## config.mk

```make
export PLATFORM = sky130hd
export DESIGN_NAME = mc_ctrl_fsm
export DESIGN_NICKNAME = d
export VERILOG_FILES = /design/src/rtl/mc_ctrl_pkg.sv /design/src/rtl/mc_ctrl_fsm_wait_cnt.sv /design/src/rtl/mc_ctrl_fsm.sv
export SDC_FILE = /design/constraint.sdc
export NUM_CORES = 1
export LEC_CHECK = 0
export ABC_AREA = 1
export CAP_MARGIN = 20
export CORE_ASPECT_RATIO = 0.5
export CORE_MARGIN = 2
export CORE_UTILIZATION = 30
export CTS_CLUSTER_DIAMETER = 120
export CTS_CLUSTER_SIZE = 12
export DETAILED_ROUTE_END_ITERATION = 6
export GPL_TIMING_DRIVEN = 0
export PLACE_DENSITY_LB_ADDON = 0.12
export SLEW_MARGIN = 20
export SYNTH_ARGS = -nofsm -noshare
export SYNTH_HDL_FRONTEND = slang
export SYNTH_HIERARCHICAL = 1
export SYNTH_SLANG_ARGS = --single-unit
```

## constraint.sdc

```tcl
create_clock -name clk -period 4.8 [get_ports clk]
set_clock_uncertainty 0.2 [all_clocks]
set_input_delay 1.2 -clock clk [delete_from_list [all_inputs] [get_ports clk]]
set_output_delay 1.2 -clock clk [all_outputs]
set_load 0.01 [all_outputs]
```

## src/rtl/mc_ctrl_pkg.sv

```systemverilog
// Shared definitions for the multi-cycle sequencing controller:
// state encodings, state width and legal SRAM latency bounds.
package mc_ctrl_pkg;

  localparam int unsigned MC_STATE_W      = 3;
  localparam int unsigned MC_SRAM_LAT_MIN = 1;
  localparam int unsigned MC_SRAM_LAT_MAX = 7;

  typedef enum logic [MC_STATE_W-1:0] {
    MC_IF  = 3'd0,
    MC_ID  = 3'd1,
    MC_EXE = 3'd2,
    MC_MEM = 3'd3,
    MC_WB  = 3'd4
  } mc_state_e;

  function automatic int unsigned mc_clamp_lat(input int unsigned lat);
    if (lat < MC_SRAM_LAT_MIN) return MC_SRAM_LAT_MIN;
    if (lat > MC_SRAM_LAT_MAX) return MC_SRAM_LAT_MAX;
    return lat;
  endfunction

endpackage

```

## src/rtl/mc_ctrl_fsm_wait_cnt.sv

```systemverilog
// SRAM latency wait counter: clear has priority over enable,
// done flags the cycle the count reaches the configured latency.
module mc_wait_cnt #(
  parameter int unsigned SRAM_LAT = 1
) (
  input  logic clk,
  input  logic reset,
  input  logic clr_i,
  input  logic en_i,
  output logic zero_o,
  output logic done_o
);

  localparam int unsigned W = $clog2(SRAM_LAT + 1);

  logic [W-1:0] cnt_q, cnt_d;

  always_comb begin
    cnt_d = cnt_q;
    if (clr_i)     cnt_d = '0;
    else if (en_i) cnt_d = cnt_q + 1'b1;
  end

  always_ff @(posedge clk) begin
    if (reset) cnt_q <= '0;
    else       cnt_q <= cnt_d;
  end

  assign zero_o = (cnt_q == '0);
  assign done_o = (cnt_q == W'(SRAM_LAT));

endmodule

```

## src/rtl/mc_ctrl_fsm.sv

```systemverilog
// IF/ID/EXE/MEM/WB sequencing controller with per-stage strobes.
// Optional perf counters enabled by defining MC_PERF_CNT_EN.
module mc_ctrl_fsm
  import mc_ctrl_pkg::*;
#(
  parameter int unsigned SRAM_LAT = 1
) (
  input  logic        clk,
  input  logic        reset,
  input  logic        run,
  input  logic        inst_is_br,
  input  logic        inst_is_ld,
  input  logic        inst_is_st,
  input  logic        inst_gr_we,
  input  logic        br_taken,
  output logic        inst_req,
  output logic        ir_we,
  output logic        alu_we,
  output logic        data_req,
  output logic        data_we,
  output logic        mdr_we,
  output logic        rf_we,
  output logic        pc_we,
  output logic        pc_sel_br,
  output logic        retire,
  output logic [2:0]  state,
  output logic [31:0] perf_cycle,
  output logic [31:0] perf_instret
);

  localparam int unsigned LAT = mc_clamp_lat(SRAM_LAT);

  mc_state_e state_q, state_d;
  logic ld_q, ld_d;
  logic st_q, st_d;
  logic gr_q, gr_d;
  logic tk_q, tk_d;

  logic w_zero, w_done, w_clr, w_en;

  logic ireq_c, irwe_c, aluwe_c, dreq_c, dwe_c;
  logic mdrwe_c, rfwe_c, pcwe_c, psel_c, ret_c;

  mc_wait_cnt #(
    .SRAM_LAT (LAT)
  ) u_wcnt (
    .clk    (clk),
    .reset  (reset),
    .clr_i  (w_clr),
    .en_i   (w_en),
    .zero_o (w_zero),
    .done_o (w_done)
  );

  always_comb begin
    state_d = state_q;
    ld_d    = ld_q;
    st_d    = st_q;
    gr_d    = gr_q;
    tk_d    = tk_q;
    w_en    = 1'b0;
    ireq_c  = 1'b0;
    irwe_c  = 1'b0;
    aluwe_c = 1'b0;
    dreq_c  = 1'b0;
    dwe_c   = 1'b0;
    mdrwe_c = 1'b0;
    rfwe_c  = 1'b0;
    pcwe_c  = 1'b0;
    psel_c  = 1'b0;
    ret_c   = 1'b0;
    unique case (state_q)
      MC_IF: begin
        // run only gates the start of a fetch
        if (!w_zero || run) begin
          w_en   = 1'b1;
          ireq_c = w_zero;
          if (w_done) begin
            irwe_c  = 1'b1;
            state_d = MC_ID;
          end
        end
      end
      MC_ID: begin
        st_d = inst_is_st & ~inst_is_br;
        ld_d = inst_is_ld & ~inst_is_st & ~inst_is_br;
        gr_d = inst_gr_we;
        tk_d = br_taken;
        if (inst_is_br) begin
          ret_c   = 1'b1;
          pcwe_c  = 1'b1;
          psel_c  = br_taken;
          state_d = MC_IF;
        end else begin
          state_d = MC_EXE;
        end
      end
      MC_EXE: begin
        aluwe_c = 1'b1;
        state_d = (ld_q | st_q) ? MC_MEM : MC_WB;
      end
      MC_MEM: begin
        if (st_q) begin
          dreq_c  = 1'b1;
          dwe_c   = 1'b1;
          ret_c   = 1'b1;
          pcwe_c  = 1'b1;
          state_d = MC_IF;
        end else begin
          w_en   = 1'b1;
          dreq_c = w_zero;
          if (w_done) begin
            mdrwe_c = 1'b1;
            state_d = MC_WB;
          end
        end
      end
      MC_WB: begin
        rfwe_c  = gr_q;
        ret_c   = 1'b1;
        pcwe_c  = 1'b1;
        psel_c  = tk_q;
        state_d = MC_IF;
      end
      default: state_d = MC_IF;
    endcase
  end

  assign w_clr = (state_d != state_q);

  always_ff @(posedge clk) begin
    if (reset) begin
      state_q <= MC_IF;
      ld_q    <= 1'b0;
      st_q    <= 1'b0;
      gr_q    <= 1'b0;
      tk_q    <= 1'b0;
    end else begin
      state_q <= state_d;
      ld_q    <= ld_d;
      st_q    <= st_d;
      gr_q    <= gr_d;
      tk_q    <= tk_d;
    end
  end

  assign inst_req  = ireq_c  & ~reset;
  assign ir_we     = irwe_c  & ~reset;
  assign alu_we    = aluwe_c & ~reset;
  assign data_req  = dreq_c  & ~reset;
  assign data_we   = dwe_c   & ~reset;
  assign mdr_we    = mdrwe_c & ~reset;
  assign rf_we     = rfwe_c  & ~reset;
  assign pc_we     = pcwe_c  & ~reset;
  assign pc_sel_br = psel_c  & ~reset;
  assign retire    = ret_c   & ~reset;
  assign state     = state_q;

`ifdef MC_PERF_CNT_EN
  logic [31:0] cyc_q, ret_q;

  always_ff @(posedge clk) begin
    if (reset) begin
      cyc_q <= '0;
      ret_q <= '0;
    end else begin
      cyc_q <= cyc_q + 32'd1;
      if (ret_c) ret_q <= ret_q + 32'd1;
    end
  end

  assign perf_cycle   = cyc_q;
  assign perf_instret = ret_q;
`else
  assign perf_cycle   = '0;
  assign perf_instret = '0;
`endif

endmodule
```

# After elaboration in Yosys (flattened, before gate mapping)

Index checks and enable logic that the tools add are counted.

Bits in registers: 8
Input bits: 8
Output and inout bits: 77
Logic and storage cells: 59

Add/sub/neg operators: 1
Equality and inequality tests: 5
Muxes and demuxes: 27
Bitwise logic cells: 17
Reduce and logical (&&, ||, !) cells: 3

Operator list:

| kind                                                            | number |
|---|---|
| 1-bit 2-to-1 mux                                                | 17 |
| 3-bit 2-to-1 mux                                                | 5 |
| 1-bit bitwise AND                                               | 12 |
| 3-bit one-hot mux with 4 select lines                           | 1 |
| 3-bit by 2-bit == test with 1-bit output, second input constant | 2 |
| 1-bit inverter                                                  | 4 |
| 1-bit one-hot mux with 2 select lines                           | 2 |
| 3-bit by 1-bit == test with 1-bit output, second input constant | 1 |
| 3-bit == test, second input constant                            | 1 |
| 3-bit zero test                                                 | 1 |
| 3-bit inequality test                                           | 1 |
| 1-bit one-hot mux with 3 select lines                           | 1 |
| 2-bit 2-to-1 mux                                                | 1 |
| 2-bit OR reduction                                              | 1 |
| 1-bit adder, second input constant                              | 1 |
| 1-bit logical OR                                                | 1 |
| 1-bit bitwise OR                                                | 1 |

# Depth between registers and ports, before layout

Depth in word-level cells: 5
Mapped depth: 10
Gate-level depth less buffers: 10

# Cells and area by module

Netlist, hierarchy kept.

Modules (own cells, without submodules):

| module      | instances | cells an instance | area an instance (um2) | seq. area each (um2) |
|---|---|---|---|---|
| mc_ctrl_fsm | 1         | 149               | 987.2                  | 140.1 |
| mc_wait_cnt | 1         | 7                 | 45.0                   | 20.0 |

# Worst setup path before layout

No wires, ideal clock.

Kind: input -> output
From: in reset
To: out pc_sel_br
Arrival: 1.598 ns
Required time: 3.400 ns
Slack: 1.802 ns
Stages on the path: 2
Path buffers: 1
Cell sequence: clkbuf_1 -> a21oi_1

Cells in the longest elaborated chain, start to end: 2

Ends and longest elaborated chain:

| element           | RTL line           | RTL |
|---|---|---|
| from (decl)       | mc_ctrl_fsm.sv:9   | `input logic reset,` |
| 1-bit inverter    | mc_ctrl_fsm.sv:155 | `assign pc_sel_br = psel_c & ~reset;` |
| 1-bit bitwise AND | mc_ctrl_fsm.sv:155 |  |
| to (decl)         | mc_ctrl_fsm.sv:24  | `output logic pc_sel_br,` |

Every way passes these cells.

# Final worst setup path

Ends and elaborated chain as after synthesis.

==> flow_metrics.py <==
metrics = {
    "clock_tree": {
        "clk_latency_ns": 0.23,
        "holdBufCountCts": 0,
        "cts_root_buf": "clkbuf_8",
        "cts_resized": 0,
        "clk_path_buf_depth": 2,
        "cts_buffers": 3,
        "cts_max_level": 1,
        "clk_pin_slew_ns": 0.04,
        "post_cts_buffers": 0,
        "cts_sinks": 8,
        "cts_tree": "yes",
    },
    "critical_path": {
        "r2r_cells": 10,
        "cp_data_arrival_time_ns": 2.72,
        "crit_fanout": 10,
        "crit_end": "pc_sel_br",
        "path_class": "in2out",
        "start_kind": "input port",
        "crit_chain": "clkdlybuf4s50_1, clkbuf_1, a21oi_1, clkdlybuf4s50_1",
        "critPathTopFamily": "buffers and inverters",
        "cp_num_cells": 4,
        "max_stage_delay_ns": 0.54,
        "crit_top_cell": "clkdlybuf4s50_1",
        "end_kind": "output port",
        "startpoint": "reset",
        "reg2reg_from": "state[0]",
        "cp.required_ns": 3.40,
        "crit_slowest_cell": "clkdlybuf4s50_1",
        "worst-r2r-setup-slack_ns": 3.20,
        "reg2reg_to": "u_wcnt/done_o",
        "crit_buf_inv": 3,
    },
    "detailed_routing": {
        "wl_per_cell_um": 7.45,
        "ant_nets": 0,
        "drc": 0,
        "num_vias": 957,
        "drtIter0Drc": 26,
        "via_per_inst": 3.39,
        "firstDrtPassIters": 4,
        "wirelength_um": 2100,
    },
    "floorplanning": {
        "die_w_um": 87.0,
        "rows": 14,
        "dieArea_um2": 3950,
        "core_area_um2": 3140,
        "die_y_um": 45.5,
        "pin_count": 85,
        "start_util_pct": 32.9,
    },
    "min_path": {
        "hold_path.class": "reg2reg",
        "hp-start": "tk_q",
    },
    "yosys": {
        "yosysWarnings": 6,
        "seq_area_frac_synth_pct": 15.5,
        "syn_avg_cell_area_um2": 6.62,
        "yosys.area.top_type": "buf_4",
        "synth_top_area_share_pct": 47.3,
        "synth_cell_types": 18,
        "netlist_area_um2": 1030,
        "synth_area_leaders": "buf_4 (47%), dfxtp_1 (16%), nand2_1 (7.3%)",
        "netlist_instances": 156,
        "synth-seq-cells": 8,
    },
    "timing": {
        "report.final.hold_viol_count": 0,
        "drv_slew": 0,
        "finalSetupTns_ns": 0,
        "fmax_mhz": 243,
        "fin_crit_sh_pct": 85.9,
        "whs_ns": 0.263,
        "rsz0062_at_grt": "false",
        "post-route-min-period_ns": 4.12,
        "setup_viol": 0,
    },
    "pwr": {
        "powerDensity_nw_per_um2": 208,
        "ir_worst_vdd_uv": 86.8,
        "power.leakage_uw": 0.000929,
    },
    "final_layout": {
        "layout_common_cells": "buf_4 (65), conb_1 (64), nand2_1 (20), clkdlybuf4s50_1 (20), nor2_1 (15)",
        "layout-drive-gt1-share_pct": 31.0,
        "antennaDiodeCount": 0,
        "final_core_util_pct": 49.8,
        "nets": 252,
        "syn_to_final_growth_pct": 51.2,
        "finalInstanceArea_um2": 1560,
        "final_common_cell": "buf_4",
    },
    "flow_run": {
        "drv_cap": 0,
    },
    "placement": {
        "gp_congestion": 0.779,
        "dp_hpwl_um": 1820,
        "numPortBuffers": 20,
        "post_dp_cell_area_um2": 1520,
    },
    "global_route": {
        "track_usage_pct": 9.57,
        "antenna_found_initial": 0,
        "grt_pass1_vias": 730,
        "grt_max_degree": 11,
        "grt.overflow.total": 0,
        "grt_pass1_wl_um": 2900,
    },
    "status": {
        "run_status": "finished, final reports clean",
    },
}
-- through the flow --
step	setup slack [ns]	instances	total power, µW
5_1_grt	0.587	282	351
6_report	0.676	282	325
3_5_place_dp	0.662	279	238
2_1_floorplan	1.80	219	207
4_1_cts	0.655	282	327
3_3_place_gp	0.662	279	238
-- power breakdown --
group          internal [µW]  switching [µW]
Combinational           73.1            81.5
Clock                   54.6            29.7
Sequential              76.1            9.71
Total                    204             121
-- worst min-delay path, delay by kind of cell (launching register included) --
| family | cells | cell delay [ns] |
|---|---|---|
| DFF | 1 | 0.30 |
| AOI/OAI and AO/OA | 1 | 0.05 |
| and+or+nand+nor | 1 | 0.06 |
-- Yosys cell counts --
master    count
conb_1        1
nor2_2        1
nand2_2       2
nor2_1       15
inv_1        14
buf_4        65
dfxtp_1       8
nor2_4        2
nor4_1        1
nand3_1       9
nand3_2       1
clkbuf_2      1
nand4_1       2
a21oi_1       7
clkbuf_1      1
o21ai_0       3
nand3b_1      3
nand2_1      20
-- state kept, by name (all words and copies together) (netlist names) --
| register | flops |
|---|---|
| st_q | 1 |
| u_wcnt/done_o | 1 |
| state | 3 |
| tk_q | 1 |
| gr_q | 1 |
| ld_q | 1 |
-- routing by layer --
metal  vias to the layer above  track usage, %  wire length (µm)
li1                        524               -                 -
met1                       370            10.6               860
met2                        59            16.3               902
met3                         4            3.44               304
met4                         0            5.63                34
met5                         -               0                 0
-- logic make-up (layout without fill, tap and decap cells) --
kind of cell | Yosys count | in the layout | synth area share, %
other cells | 1 | 64 | 0.363
buf+inv | 81 | 104 | 53.2
flops | 8 | 8 | 15.5
simple gates | 56 | 56 | 26.1
compound gates | 10 | 10 | 4.85
-- worst min-delay path by stage --
stage	endpoint	slack (ns)	depth (start not counted)
4_1_cts	tk_q	0.27	2
3_3_place_gp	tk_q	0.26	2
3_5_place_dp	tk_q	0.26	2
2_1_floorplan	tk_q	0.24	2
6_report	tk_q	0.26	2
5_1_grt	tk_q	0.28	2
-- area by class of cell --
class | instances | area (µm²)
fill | 342 | 1580
multi-input combinational | 130 | 559
buffer | 67 | 497
timing repair buffer | 20 | 200
sequential | 8 | 160
inverter | 14 | 52.6
tap | 40 | 50.0
clock buffer | 3 | 41.3
Power figures use the tool's default switching activity.
